===== src/rtl/pipe_datapath.sv =====
// pipe_datapath: two-stage (RD -> EX) register-file datapath with a
// single-entry EX stage and a valid/ready handshake on both sides.
// RD captures register operands at accept; EX shifts, runs the ALU and
// retires into C / Z_out while writing the register file.
// Optional feature: define PIPE_DATAPATH_FWD_EN to bypass the retiring EX
// write data into RD reads. Without it, a read-after-write against the op
// in EX holds in_ready low for one cycle instead.
module pipe_datapath #(
   parameter int DATA_W = 16,
   parameter int NREG   = 8,
   parameter int PC_W   = 8,
   localparam int AW    = $clog2(NREG)
) (
   input  logic              clk,
   input  logic              reset_n,
   input  logic              in_valid,
   output logic              in_ready,
   input  logic [AW-1:0]     reada,
   input  logic [AW-1:0]     readb,
   input  logic [AW-1:0]     writenum,
   input  logic              wb_en,
   input  logic [1:0]        shift,
   input  logic [1:0]        ALUop,
   input  logic              asel,
   input  logic              bsel,
   input  logic [1:0]        vsel,
   input  logic [DATA_W-1:0] imm,
   input  logic [DATA_W-1:0] mdata,
   input  logic [PC_W-1:0]   PC,
   input  logic              loads,
   input  logic              out_ready,
   output logic              out_valid,
   output logic [DATA_W-1:0] C,
   output logic [2:0]        Z_out
);

   localparam int MSB = DATA_W - 1;

   // Register file
   logic [DATA_W-1:0] regs_q [NREG];

   // EX stage operand / control registers
   logic              ex_full_q;
   logic [DATA_W-1:0] ex_a_q, ex_b_q, ex_imm_q, ex_mdata_q;
   logic [PC_W-1:0]   ex_pc_q;
   logic [AW-1:0]     ex_wn_q;
   logic              ex_wb_q, ex_asel_q, ex_bsel_q, ex_loads_q;
   logic [1:0]        ex_shift_q, ex_aluop_q, ex_vsel_q;

   // Result side
   logic [DATA_W-1:0] c_q;
   logic [2:0]        flags_q;
   logic              out_valid_q;
   // Holds in_ready low until the first edge after reset release
   logic              rdy_en_q;

   logic              accept, retire, hazard;
   logic [DATA_W-1:0] rd_a, rd_b;
   logic [DATA_W-1:0] a_op, b_mux, b_op, alu_res, wb_data;
   logic              alu_v;

   assign retire    = ex_full_q & (~out_valid_q | out_ready);
   assign accept    = in_valid & in_ready;
   assign C         = c_q;
   assign Z_out     = flags_q;
   assign out_valid = out_valid_q;

`ifdef PIPE_DATAPATH_FWD_EN
   assign hazard = 1'b0;

   // Register read with bypass of the value being written on this edge
   always_comb begin
      rd_a = regs_q[reada];
      rd_b = regs_q[readb];
      if (retire && ex_wb_q && (ex_wn_q == reada)) rd_a = wb_data;
      if (retire && ex_wb_q && (ex_wn_q == readb)) rd_b = wb_data;
   end
`else
   // A valid input reading the EX destination waits for that write to land
   assign hazard = in_valid & ex_full_q & ex_wb_q &
                   ((ex_wn_q == reada) | (ex_wn_q == readb));

   // Plain register read; hazards are resolved by stalling
   always_comb begin
      rd_a = regs_q[reada];
      rd_b = regs_q[readb];
   end
`endif

   assign in_ready = rdy_en_q & (~ex_full_q | retire) & ~hazard;

   // B operand: immediate or register, then the shifter
   always_comb begin
      a_op  = ex_asel_q ? '0 : ex_a_q;
      b_mux = ex_bsel_q ? ex_imm_q : ex_b_q;
      b_op  = b_mux;
      unique case (ex_shift_q)
         2'b00: b_op = b_mux;
         2'b01: b_op = {b_mux[MSB-1:0], 1'b0};
         2'b10: b_op = {1'b0, b_mux[MSB:1]};
         2'b11: b_op = {b_mux[MSB], b_mux[MSB:1]};
      endcase
   end

   // ALU and signed-overflow detect (overflow only meaningful for add/sub)
   always_comb begin
      alu_res = '0;
      alu_v   = 1'b0;
      unique case (ex_aluop_q)
         2'b00: begin
            alu_res = a_op + b_op;
            alu_v   = (a_op[MSB] == b_op[MSB]) & (alu_res[MSB] != a_op[MSB]);
         end
         2'b01: begin
            alu_res = a_op - b_op;
            alu_v   = (a_op[MSB] != b_op[MSB]) & (alu_res[MSB] != a_op[MSB]);
         end
         2'b10: alu_res = a_op & b_op;
         2'b11: alu_res = ~b_op;
      endcase
   end

   // Write-back data select; C and flags always take the ALU result
   always_comb begin
      wb_data = alu_res;
      unique case (ex_vsel_q)
         2'b11: wb_data = ex_mdata_q;
         2'b10: wb_data = ex_imm_q;
         2'b01: wb_data = DATA_W'(ex_pc_q);
         2'b00: wb_data = alu_res;
      endcase
   end

   // Register file write at EX retire
   always_ff @(posedge clk or negedge reset_n) begin
      if (!reset_n) begin
         for (int i = 0; i < NREG; i++) regs_q[i] <= '0;
      end else if (retire && ex_wb_q) begin
         regs_q[ex_wn_q] <= wb_data;
      end
   end

   // RD -> EX capture on accept; EX empties when it retires
   always_ff @(posedge clk or negedge reset_n) begin
      if (!reset_n) begin
         ex_full_q  <= 1'b0;
         ex_a_q     <= '0;
         ex_b_q     <= '0;
         ex_imm_q   <= '0;
         ex_mdata_q <= '0;
         ex_pc_q    <= '0;
         ex_wn_q    <= '0;
         ex_wb_q    <= 1'b0;
         ex_asel_q  <= 1'b0;
         ex_bsel_q  <= 1'b0;
         ex_loads_q <= 1'b0;
         ex_shift_q <= '0;
         ex_aluop_q <= '0;
         ex_vsel_q  <= '0;
      end else begin
         if (accept) begin
            ex_full_q  <= 1'b1;
            ex_a_q     <= rd_a;
            ex_b_q     <= rd_b;
            ex_imm_q   <= imm;
            ex_mdata_q <= mdata;
            ex_pc_q    <= PC;
            ex_wn_q    <= writenum;
            ex_wb_q    <= wb_en;
            ex_asel_q  <= asel;
            ex_bsel_q  <= bsel;
            ex_loads_q <= loads;
            ex_shift_q <= shift;
            ex_aluop_q <= ALUop;
            ex_vsel_q  <= vsel;
         end else if (retire) begin
            ex_full_q  <= 1'b0;
         end
      end
   end

   // Result register, status flags and output valid
   always_ff @(posedge clk or negedge reset_n) begin
      if (!reset_n) begin
         c_q         <= '0;
         flags_q     <= '0;
         out_valid_q <= 1'b0;
         rdy_en_q    <= 1'b0;
      end else begin
         rdy_en_q <= 1'b1;
         if (retire) begin
            c_q         <= alu_res;
            out_valid_q <= 1'b1;
            if (ex_loads_q) flags_q <= {alu_v, alu_res[MSB], (alu_res == '0)};
         end else if (out_ready) begin
            out_valid_q <= 1'b0;
         end
      end
   end

endmodule


===== config.mk =====
export PLATFORM = sky130hd
export DESIGN_NAME = pipe_datapath
export DESIGN_NICKNAME = d
export VERILOG_FILES = /design/src/rtl/pipe_datapath.sv
export SDC_FILE = /design/constraint.sdc
export NUM_CORES = 1
export LEC_CHECK = 0
export BUFFER_PORTS_ARGS = -buffer_cell sky130_fd_sc_hd__buf_2
export CORE_MARGIN = 2
export CORE_UTILIZATION = 65
export CTS_CLUSTER_DIAMETER = 60
export CTS_CLUSTER_SIZE = 25
export DETAILED_ROUTE_END_ITERATION = 10
export GPL_ROUTABILITY_DRIVEN = 0
export MAX_ROUTING_LAYER = met4
export PLACE_DENSITY = 0.84
export SLEW_MARGIN = 30
export SYNTH_ARGS = -nofsm -noshare
export SYNTH_HDL_FRONTEND = slang
export SYNTH_SLANG_ARGS = --single-unit

===== constraint.sdc =====
create_clock -name clk -period 8.7 [get_ports clk]
set_input_delay 0.87 -clock clk [delete_from_list [all_inputs] [get_ports clk]]
set_output_delay 0.87 -clock clk [all_outputs]
set_load 0.02 [all_outputs]

# Yosys cells after proc, flatten, opt, wreduce, memory -nomap -nowiden
# Cells that the tools add are included.
# totals
reg_bits	235
out_inout_bits	21
in_bits	63
# op_classes
addsub	2
n_eq_ne	15
muxes	19
bitwise_logic	20
reduce_logical	9
n_lt_le_gt_ge	4
# op_table
cell	n
$pmux W16 S4	3
$bwmux W128	1
$mux W16	7
$bmux W16 S3	2
$demux W16 S3	1
$add A16 B16 Y16	1
$and A16 B16 Y16	1
$logic_not A16 Y1	1
$not A16 Y16	1
$sub A16 B16 Y16	1
$eq A2 B2 Y1 const B	6
$ge A4 B4 Y1 const B	3
$not A3 Y4	3
$and A1 B1 Y1	9
$eq A2 B1 Y1 const B	3
$eq A3 B3 Y1	2
$logic_not A2 Y1	3
$lt A4 B1 Y1 const B	1
$mux W1	4
$reduce_bool A2 Y1	2
$ne A1 B1 Y1	3
$not A1 Y1	3
$or A1 B1 Y1	3
$logic_and A1 B1 Y1	2
3 further kinds	3

# Depth between registers and ports, before layout
# Gate-level depths: netlist of the first run.
# logic_depth
word_depth	8
mapped_depth	18
mapped_depth_nobuf	15

# Least setup slack after synthesis of the first run
# No wires, ideal clock.
# synth_timing
path_type	register -> register
from	register ex_bsel_q
to	register regs_q[79] in the netlist's numbering
stages_incl_launch_ff	18
t_required_ps	8572
arrival_time_ps	3494
synth_period_minus_slack_ps	3621
slack_ps	5079
path_buffers	4
cell_sequence	dfrtp_1 -> buf_6 -> buf_12 -> buf_6 -> mux4_2 -> nor2_1 -> nor2_1 -> ha_1 -> buf_2 -> nor4_2 -> nand2_1 -> a21oi_1 -> a211oi_2 -> o41ai_1 -> nand2_1 -> o22ai_2 -> o21ai_4 -> mux2_1
# synth_between
elab_chain_cells	6
# synth_lines
element	line	source
from (decl)	47	logic ex_wb_q, ex_asel_q, ex_bsel_q, ex_loads_q;
from (signal assigned)	171	ex_bsel_q <= bsel;
$mux W16 *	95	b_mux = ex_bsel_q ? ex_imm_q : ex_b_q;
$pmux W16 S4 *	97	unique case (ex_shift_q)
$sub A16 B16 Y16, or another cell as far along	115	alu_res = a_op - b_op;
$pmux W16 S4 *	109	unique case (ex_aluop_q)
$pmux W16 S4 *	126	unique case (ex_vsel_q)
$bwmux W128 *	139	regs_q[ex_wn_q] <= wb_data;
to (signal, indexed assignment)	139	
to (decl)	40	logic [DATA_W-1:0] regs_q [NREG];
# Every way passes the cells marked *; elsewhere a longest branch is shown, timed or not.
# A chain may end at the register's enable or synchronous reset.

# Worst setup path after layout of the first run
# layout_timing
from	register ex_shift_q[1]
to	register regs_q[123] in the netlist's numbering
# layout_between
elab_chain_cells	6
# layout_lines
element	line	source
from (decl)	48	logic [1:0] ex_shift_q, ex_aluop_q, ex_vsel_q;
from (signal assigned)	173	ex_shift_q <= shift;
$eq A2 B2 Y1, or another cell as far along	97	
$pmux W16 S4 *	97	
$sub A16 B16 Y16, or another cell as far along	115	
$pmux W16 S4 *	109	
$pmux W16 S4 *	126	
$bwmux W128 *	139	
# Marked as above.

==> metrics, run 1 <==
status=completed; Synth Cell Area=0.01377 sq mm; first-pass GRT wire length=55290 microns; post-synth top area share=0.4270; Pre-antenna DRT Iters=5; initial antenna violation count=0; Post-synth EDFFs=0; maximum VDD drop=154.0 uV; Tmin final=4.616 ns; R2R Setup Slk=4.08 ns; worst setup path startpoint=ex_shift_q[1]$_DFFE_PN0P_; GRT Total Usage=0.3300; CTS tree=built; I/O Buffers=83; Clock transition at path regs=0.09 ns; CP arrival=4.99 ns; Worst-Skew Late Latency=0.51 ns; Max Fanout on Critical Path=18; Top FF cell, synth=dfrtp_1; I/O Pins=84; n_diodes=0; register area share after synthesis=0.4270; layout cells sized above 1=0.3180; FMAX=216.6 MHz; Final Setup Violations=0; ys async rst share=1.000; DRC=0; CTS HTree Levels=1; Worst setup EP type=register; CTS Buffer Depth=3; Area Overhead vs Synth=8.631%; Setup Buffers After CTS=0; reg2reg start=ex_shift_q[1]$_DFFE_PN0P_; R2R cell count=13; largest cells by area after synthesis=dfrtp_1 (43%), mux4_2 (13%), mux2_2 (13%), mux2i_1 (3.4%), nand2_1 (3.1%); Critical Path Source Type=register; initial drt markers=893; GRT Residual Overflow=0; Synthesis Warnings=0; post_cts resized=0; reg2reg end=regs_q[123]$_DFFE_PN0P_; vias in the first global route=10320; Power, Total=4.813 mW; most instantiated library cell after synthesis=dfrtp_1; Final Net Count=1329; Max Transition Viols Final=0; Period Utilization, post-route=0.5306; final hold violations=0; total wire length=34990 microns; Initial Utilization=0.6592; WL/cell=23.06 microns; Num Clock Sinks=235; HPWL Detailed=23650 microns; Fin Setup TNS=0 ns; Syn Area/Cell=11.55 sq um; Die Span Y=149.6 microns; RSZ-0062 raised after global routing=false; Final ANT Viol Nets=0; largest net degree at the start of global routing=98; Max-Cap Viols=0; Syn Nets=1289; routed vias=10186; worst hold path class=in2async; Synth cell types=79; Rel. slew slack=0.3546; # hold bufs at CTS=0; leading area contributor after synthesis=dfrtp_1; Gate Count Post-Synth=1192; Pleak=6.741 nW; vias per cell=6.715; Rows=53; CP Class=reg2reg; Yosys reg bits=235; total CTS buffers=19; PD cells=321.7 mW/mm^2; Worst Path Required=9.07 ns; final clock skew=0.02149 ns; worst setup path endpoint=regs_q[123]$_DFFE_PN0P_; top post-synthesis cells by count=dfrtp_1 (235), mux2_2 (154), nand2_1 (113); Root Driver=clkbuf_16; DIE AREA=0.02237 sq mm; Core Region=0.02089 sq mm; Die Wd=149.6 microns; Slew @ Worst Pin=0.9681 ns
[registers in the layout (all words and copies together) (netlist names), 2 cells and up]
| register | cells |
|---|---|
| regs_q | 128 |
| ex_shift_q | 2 |
| ex_imm_q | 16 |
| Z_out | 3 |
| ex_pc_q | 8 |
| ex_vsel_q | 2 |
| ex_a_q | 16 |
| ex_mdata_q | 16 |
| ex_b_q | 16 |
| ex_wn_q | 3 |
| C | 16 |
| ex_aluop_q | 2 |
[stage by stage]
step | setup slack [ns] | instance area (sq um) | utilization | cells | hold slack (ns)
detailed placement | 4.235 | 14330 | 0.6858 | 1486 | 0.4588
floorplan | 5.079 | 13770 | - | 1192 | 0.4422
global route | 3.846 | 14960 | 0.7161 | 1517 | 0.4076
global placement | 4.397 | 14320 | 0.6857 | 1486 | 0.4547
CTS | 4.181 | 14950 | 0.7156 | 1517 | 0.3744
finish | 4.084 | 14960 | 0.7161 | 1517 | 0.3544
[metal layers]
layer	track usage	vias to the layer above	wire length, microns	part of all wire
li1	-	4440	-	-
met1	0.4150	5093	13400	0.38
met2	0.5314	537	17210	0.49
met3	0.05732	116	2858	0.082
met4	0.1448	0	1523	0.044
met5	-	-	0	0
[worst max-delay path: stages, from the launching register on]
cell and delay, ns:
dfrtp_1 0.66, clkinv_1 0.57, mux2i_2 0.39, inv_1 0.11, ha_1 0.38, a21oi_1 0.17, o21bai_1 0.10, o21ai_0 0.47
nand2_1 0.20, a32oi_1 0.25, mux2_2 0.41, o21ai_1 0.19, a21boi_2 0.43, o21ai_1 0.15
[power by group]
part	internal, mW	switching, mW	leakage (nW)
logic	0.947	1.14	3.46
clock network	0.455	0.443	0.305
registers	1.50	0.327	2.97
[kinds of logic (layout without fill, tap and decap cells)]
logic type / Yosys count / count (layout) / share of synthesized area
AOI/OAI and AO/OA: 217 / 217 / 0.1011
xor gates and xnor gates: 16 / 16 / 0.01018
adders and majority gates: 34 / 34 / 0.03198
buffers and inverters: 118 / 168 / 0.03680
DFF: 235 / 235 / 0.4270
muxes: 293 / 293 / 0.3017
other: 1 / 1 / 0.0002723
and+or+nand+nor: 278 / 278 / 0.09086
[area by class of cell]
cell class	instances	area [sq um]
multi-input cells	839	7400
well taps	275	344.1
fillers	1386	5929
clock buffers	20	479.2
inverters	34	127.6
flip-flops and latches	235	5882
repair buffers	103	583.1
clock inverters	11	143.9
[worst min path at each step]
stage                      startpoint                      to  slack [ns]  cells after the start
2_1_floorplan  ex_a_q[10]$_DFFE_PN0P_  ex_a_q[10]$_DFFE_PN0P_        0.44                      2
3_3_place_gp   ex_a_q[15]$_DFFE_PN0P_  ex_a_q[15]$_DFFE_PN0P_        0.45                      2
3_5_place_dp        C[11]$_DFFE_PN0P_       C[11]$_DFFE_PN0P_        0.46                      2
4_1_cts                       reset_n       C[15]$_DFFE_PN0P_        0.37                      1
5_1_grt                       reset_n       C[14]$_DFFE_PN0P_        0.41                      1
6_report                      reset_n       C[15]$_DFFE_PN0P_        0.35                      1
[cell usage in the layout, fill, tap and decap left out, types with 4 or more instances in the layout]
master	n
dfrtp_1	234
mux2_2	154
nand2_1	112
buf_2	82
mux4_2	80
nor2_1	80
a21oi_1	69
o21ai_0	51
mux2i_1	47
ha_1	32
inv_1	30
nor2b_1	26
clkbuf_16	19
buf_4	18
o21ai_1	13
nor3_1	13
nand2b_1	8
xnor2_1	8
xor2_1	8
a31oi_1	8
nand3_1	8
o211ai_1	8
mux2_1	7
a211oi_1	7
a21o_1	6
o21bai_1	5
nor4_1	5
and2_1	4
mux2i_2	4
o31a_1	4
o31ai_1	4
Note: power is estimated with default switching activity, not from simulation.
==> run 2: changes to the inputs <==
CORE_UTILIZATION = 56   (was 65)
PLACE_DENSITY = 0.77   (was 0.84)
clock period = 3.7 ns   (was 8.7 ns; I/O delays follow)
==> run 2 against run 1 <==
Compared with the run above: the run now ends with setup timing left; routed wire length is 12% higher; total power grew to 2.8 times the previous value; critical endpoint is now regs_q[55]$_DFFE_PN0P_; utilization is 1.9 points lower; hold slack lost 0.29 ns.
==> metrics, run 2 (synthesis results as in run 1) <==
status=finished, violations left; failing checks=setup timing; I/O Pins=84 (unchanged); Final ANT Viol Nets=0 (unchanged); Top delay family on crit path=multiplexers; Critical Path Source Type=register; Worst Path Buf+Inv=2 (unchanged); Final WS setup=-0.1670 ns (-4.251 ns); CP peak stage delay=0.61 ns (-0.05 ns); largest net degree at the start of global routing=119 (+21%); final hold violations=0 (unchanged); FMAX=258.6 MHz (+19%); CTS HTree Levels=1 (unchanged); GRT Residual Overflow=0 (unchanged); most common cell after layout, fill and taps aside=dfrtp_1; R2R cell count=14 (+1); DRC=0 (unchanged); reg2reg end=regs_q[55]$_DFFE_PN0P_; worst setup path endpoint=regs_q[55]$_DFFE_PN0P_; commonest non-fill, non-tap cells in the layout=dfrtp_1 (232), mux2_2 (130), buf_4 (109); Root Driver=clkbuf_16; Initial Utilization=0.5679 (-0.09133); FF+latch area=0.005884 sq mm (about the same); Area Overhead vs Synth=22.83%; critical path depth=14 (+1); final clock skew=0.02648 ns (+0.004988 ns); CTS tree=built; Die Span Y=160.8 microns (+7.5%); routed vias=10744 (+5.5%); Comb pwr share=0.502 (+0.069); worst path cell trace=buf_12 -> mux2_2 -> nand2b_1 -> a31o_4 -> ha_4 -> a21oi_4 -> nor2_2 -> buf_4 -> o2111ai_1 -> o211ai_1 -> xnor2_1 -> a21oi_2 -> mux4_2 -> mux2_4; Filler cells=1603 (+16%); Die Wd=160.8 microns (+7.5%); DIE AREA=0.02586 sq mm (+16%); WL/cell=23.24 microns (+0.76%); fin util=0.6976 (-0.01857); PD cells=806.2 mW/mm^2 (+150%); reg2reg start=ex_bsel_q$_DFFE_PN0P_; first-pass GRT wire length=58060 microns (+5.0%); Max Fanout on Critical Path=8 (-10); Layout Cells excl Fill=1683 (+11%); CP Class=reg2reg; largest register by flop count=regs_q; Clock transition at path regs=0.08 ns (about the same); Final Net Count=1439 (+8.3%); HPWL Detailed=25540 microns (+8.0%); total CTS buffers=21 (+2); CP max-delay cell=mux4_2; I/O Buffers=83 (unchanged); CP arrival=4.27 ns (-0.72 ns); vias per cell=6.384 (-4.9%); Worst setup EP type=register; Final Setup Violations=41 (+41); R2R Setup Slk=-0.17 ns (-4.25 ns); layout cells sized above 1=0.4584 (+0.1403); Hold Crit Depth=2; pre-CTS WS=-0.1565 ns (-4.392 ns); Num Clock Sinks=235 (unchanged); GRT Total Usage=0.2957 (-0.03439); initial drt markers=1073 (+20%); Power, Total=13.64 mW (+180%); worst setup path startpoint=ex_bsel_q$_DFFE_PN0P_; Worst-Skew Late Latency=0.53 ns (+0.02 ns); Switching Power=5.322 mW (+180%); Max Transition Viols Final=0 (unchanged); switching part of the total=0.3903 (-0.006511); Fin Setup TNS=-2.893 ns (-2.893 ns); Pleak=7.495 nW (+11%); Period Utilization, post-route=1.045 (+0.5146); Max-Cap Viols=0 (unchanged); Slew @ Worst Pin=0.9687 ns (+0.0005760 ns); Inst Count DP=1620 (+9.0%); Multi-input gate area=0.008178 sq mm (+11%); initial antenna violation count=1 (+1); worst hold path class=in2reg; Worst Path Required=4.10 ns (-4.97 ns); vias in the first global route=10605 (+2.8%); clock share of power=0.180 (-0.007); Rel. slew slack=0.3542 (-0.0003840); Pre-antenna DRT Iters=8 (+3); CTS Buffer Depth=3 (unchanged); RSZ-0062 raised after global routing=true; total wire length=39110 microns (+12%); Sequential Power Share=0.318 (-0.062); max reg flops=128 (unchanged); internal power=8.314 mW (+190%); Core Region=0.02425 sq mm (+16%); maximum VDD drop=580.1 uV (+280%); Tmin final=3.867 ns (-0.7489 ns); Rows=57 (+7.5%)
## run 2: cell types whose count changed in the layout (fill, tap and decap cells not counted), sizes merged
cell,change
bufinv,+2
clkinvlp,+3
inv,-1
clkbuf,+3
clkinv,+1
dlygate4sd3,+1
buf,+106
diode,+2
## run 2: power by group through the flow
stage          Sequential (mW)  Combinational (mW)  Clock [mW]
3_5_place_dp              4.32                5.39           0
5_1_grt                   4.44                7.24        2.60
4_1_cts                   4.29                5.71        2.48
6_report                  4.34                6.85        2.45
3_3_place_gp              4.22                5.24           0
2_1_floorplan             4.12                3.58           0
## run 2: worst register-to-register path, cell delays in order (launching register included)
cell and delay (ns):
dfrtp_1 0.44, buf_12 0.16, mux2_2 0.36, nand2b_1 0.18
a31o_4 0.29, ha_4 0.27, a21oi_4 0.15, nor2_2 0.07
buf_4 0.14, o2111ai_1 0.26, o211ai_1 0.17, xnor2_1 0.22
a21oi_2 0.09, mux4_2 0.61, mux2_4 0.32
## run 2: worst min path at each step
stage	start	to	slack, ns
floorplan	reset_n	C[0]$_DFFE_PN0P_	0.07
global placement	C[3]$_DFFE_PN0P_	C[3]$_DFFE_PN0P_	0.46
detailed placement	C[4]$_DFFE_PN0P_	C[4]$_DFFE_PN0P_	0.46
CTS	imm[6]	ex_imm_q[6]$_DFFE_PN0P_	0.05
global route	imm[4]	ex_imm_q[4]$_DFFE_PN0P_	0.06
finish	imm[6]	ex_imm_q[6]$_DFFE_PN0P_	0.06
## run 2: repair_timing
item / 4_1_cts / 5_1_grt
hold buffers: 1 / 0
resized for setup: 35 / 150
setup endpoints to repair: 89 / 101
cloned: 0 / 1
endpoints found under the hold margin: 106 / 0
pin swaps: 5 / 46
buffers inserted: 4 / 19
## run 2: final cells by class
| type | instances | area share |
|---|---|---|
| sequential | 235 | 0.3479 |
| tap | 324 | 0.02397 |
| clock buffer | 22 | 0.03188 |
| multi-input combinational | 839 | 0.4835 |
| clock inverter | 16 | 0.01435 |
| antenna | 2 | 0.0002959 |
| timing repair buffer | 211 | 0.09002 |
| inverter | 34 | 0.008137 |
## run 2: through the flow
step / hold WS [ns] / cell area [sq um]
6_report: 0.06021 / 16920
2_1_floorplan: 0.07441 / 13770
3_5_place_dp: 0.4606 / 15090
4_1_cts: 0.04561 / 16090
5_1_grt: 0.05756 / 16910
3_3_place_gp: 0.4553 / 15090
## run 2: per-layer routing
metal  up-vias  wire, microns  global-route usage
met4         0           1651             0.09700
met2       521          19400              0.4943
li1       4661              -                   -
met5         -              0                   -
met1      5430          15450              0.3782
met3       132           2610             0.03874
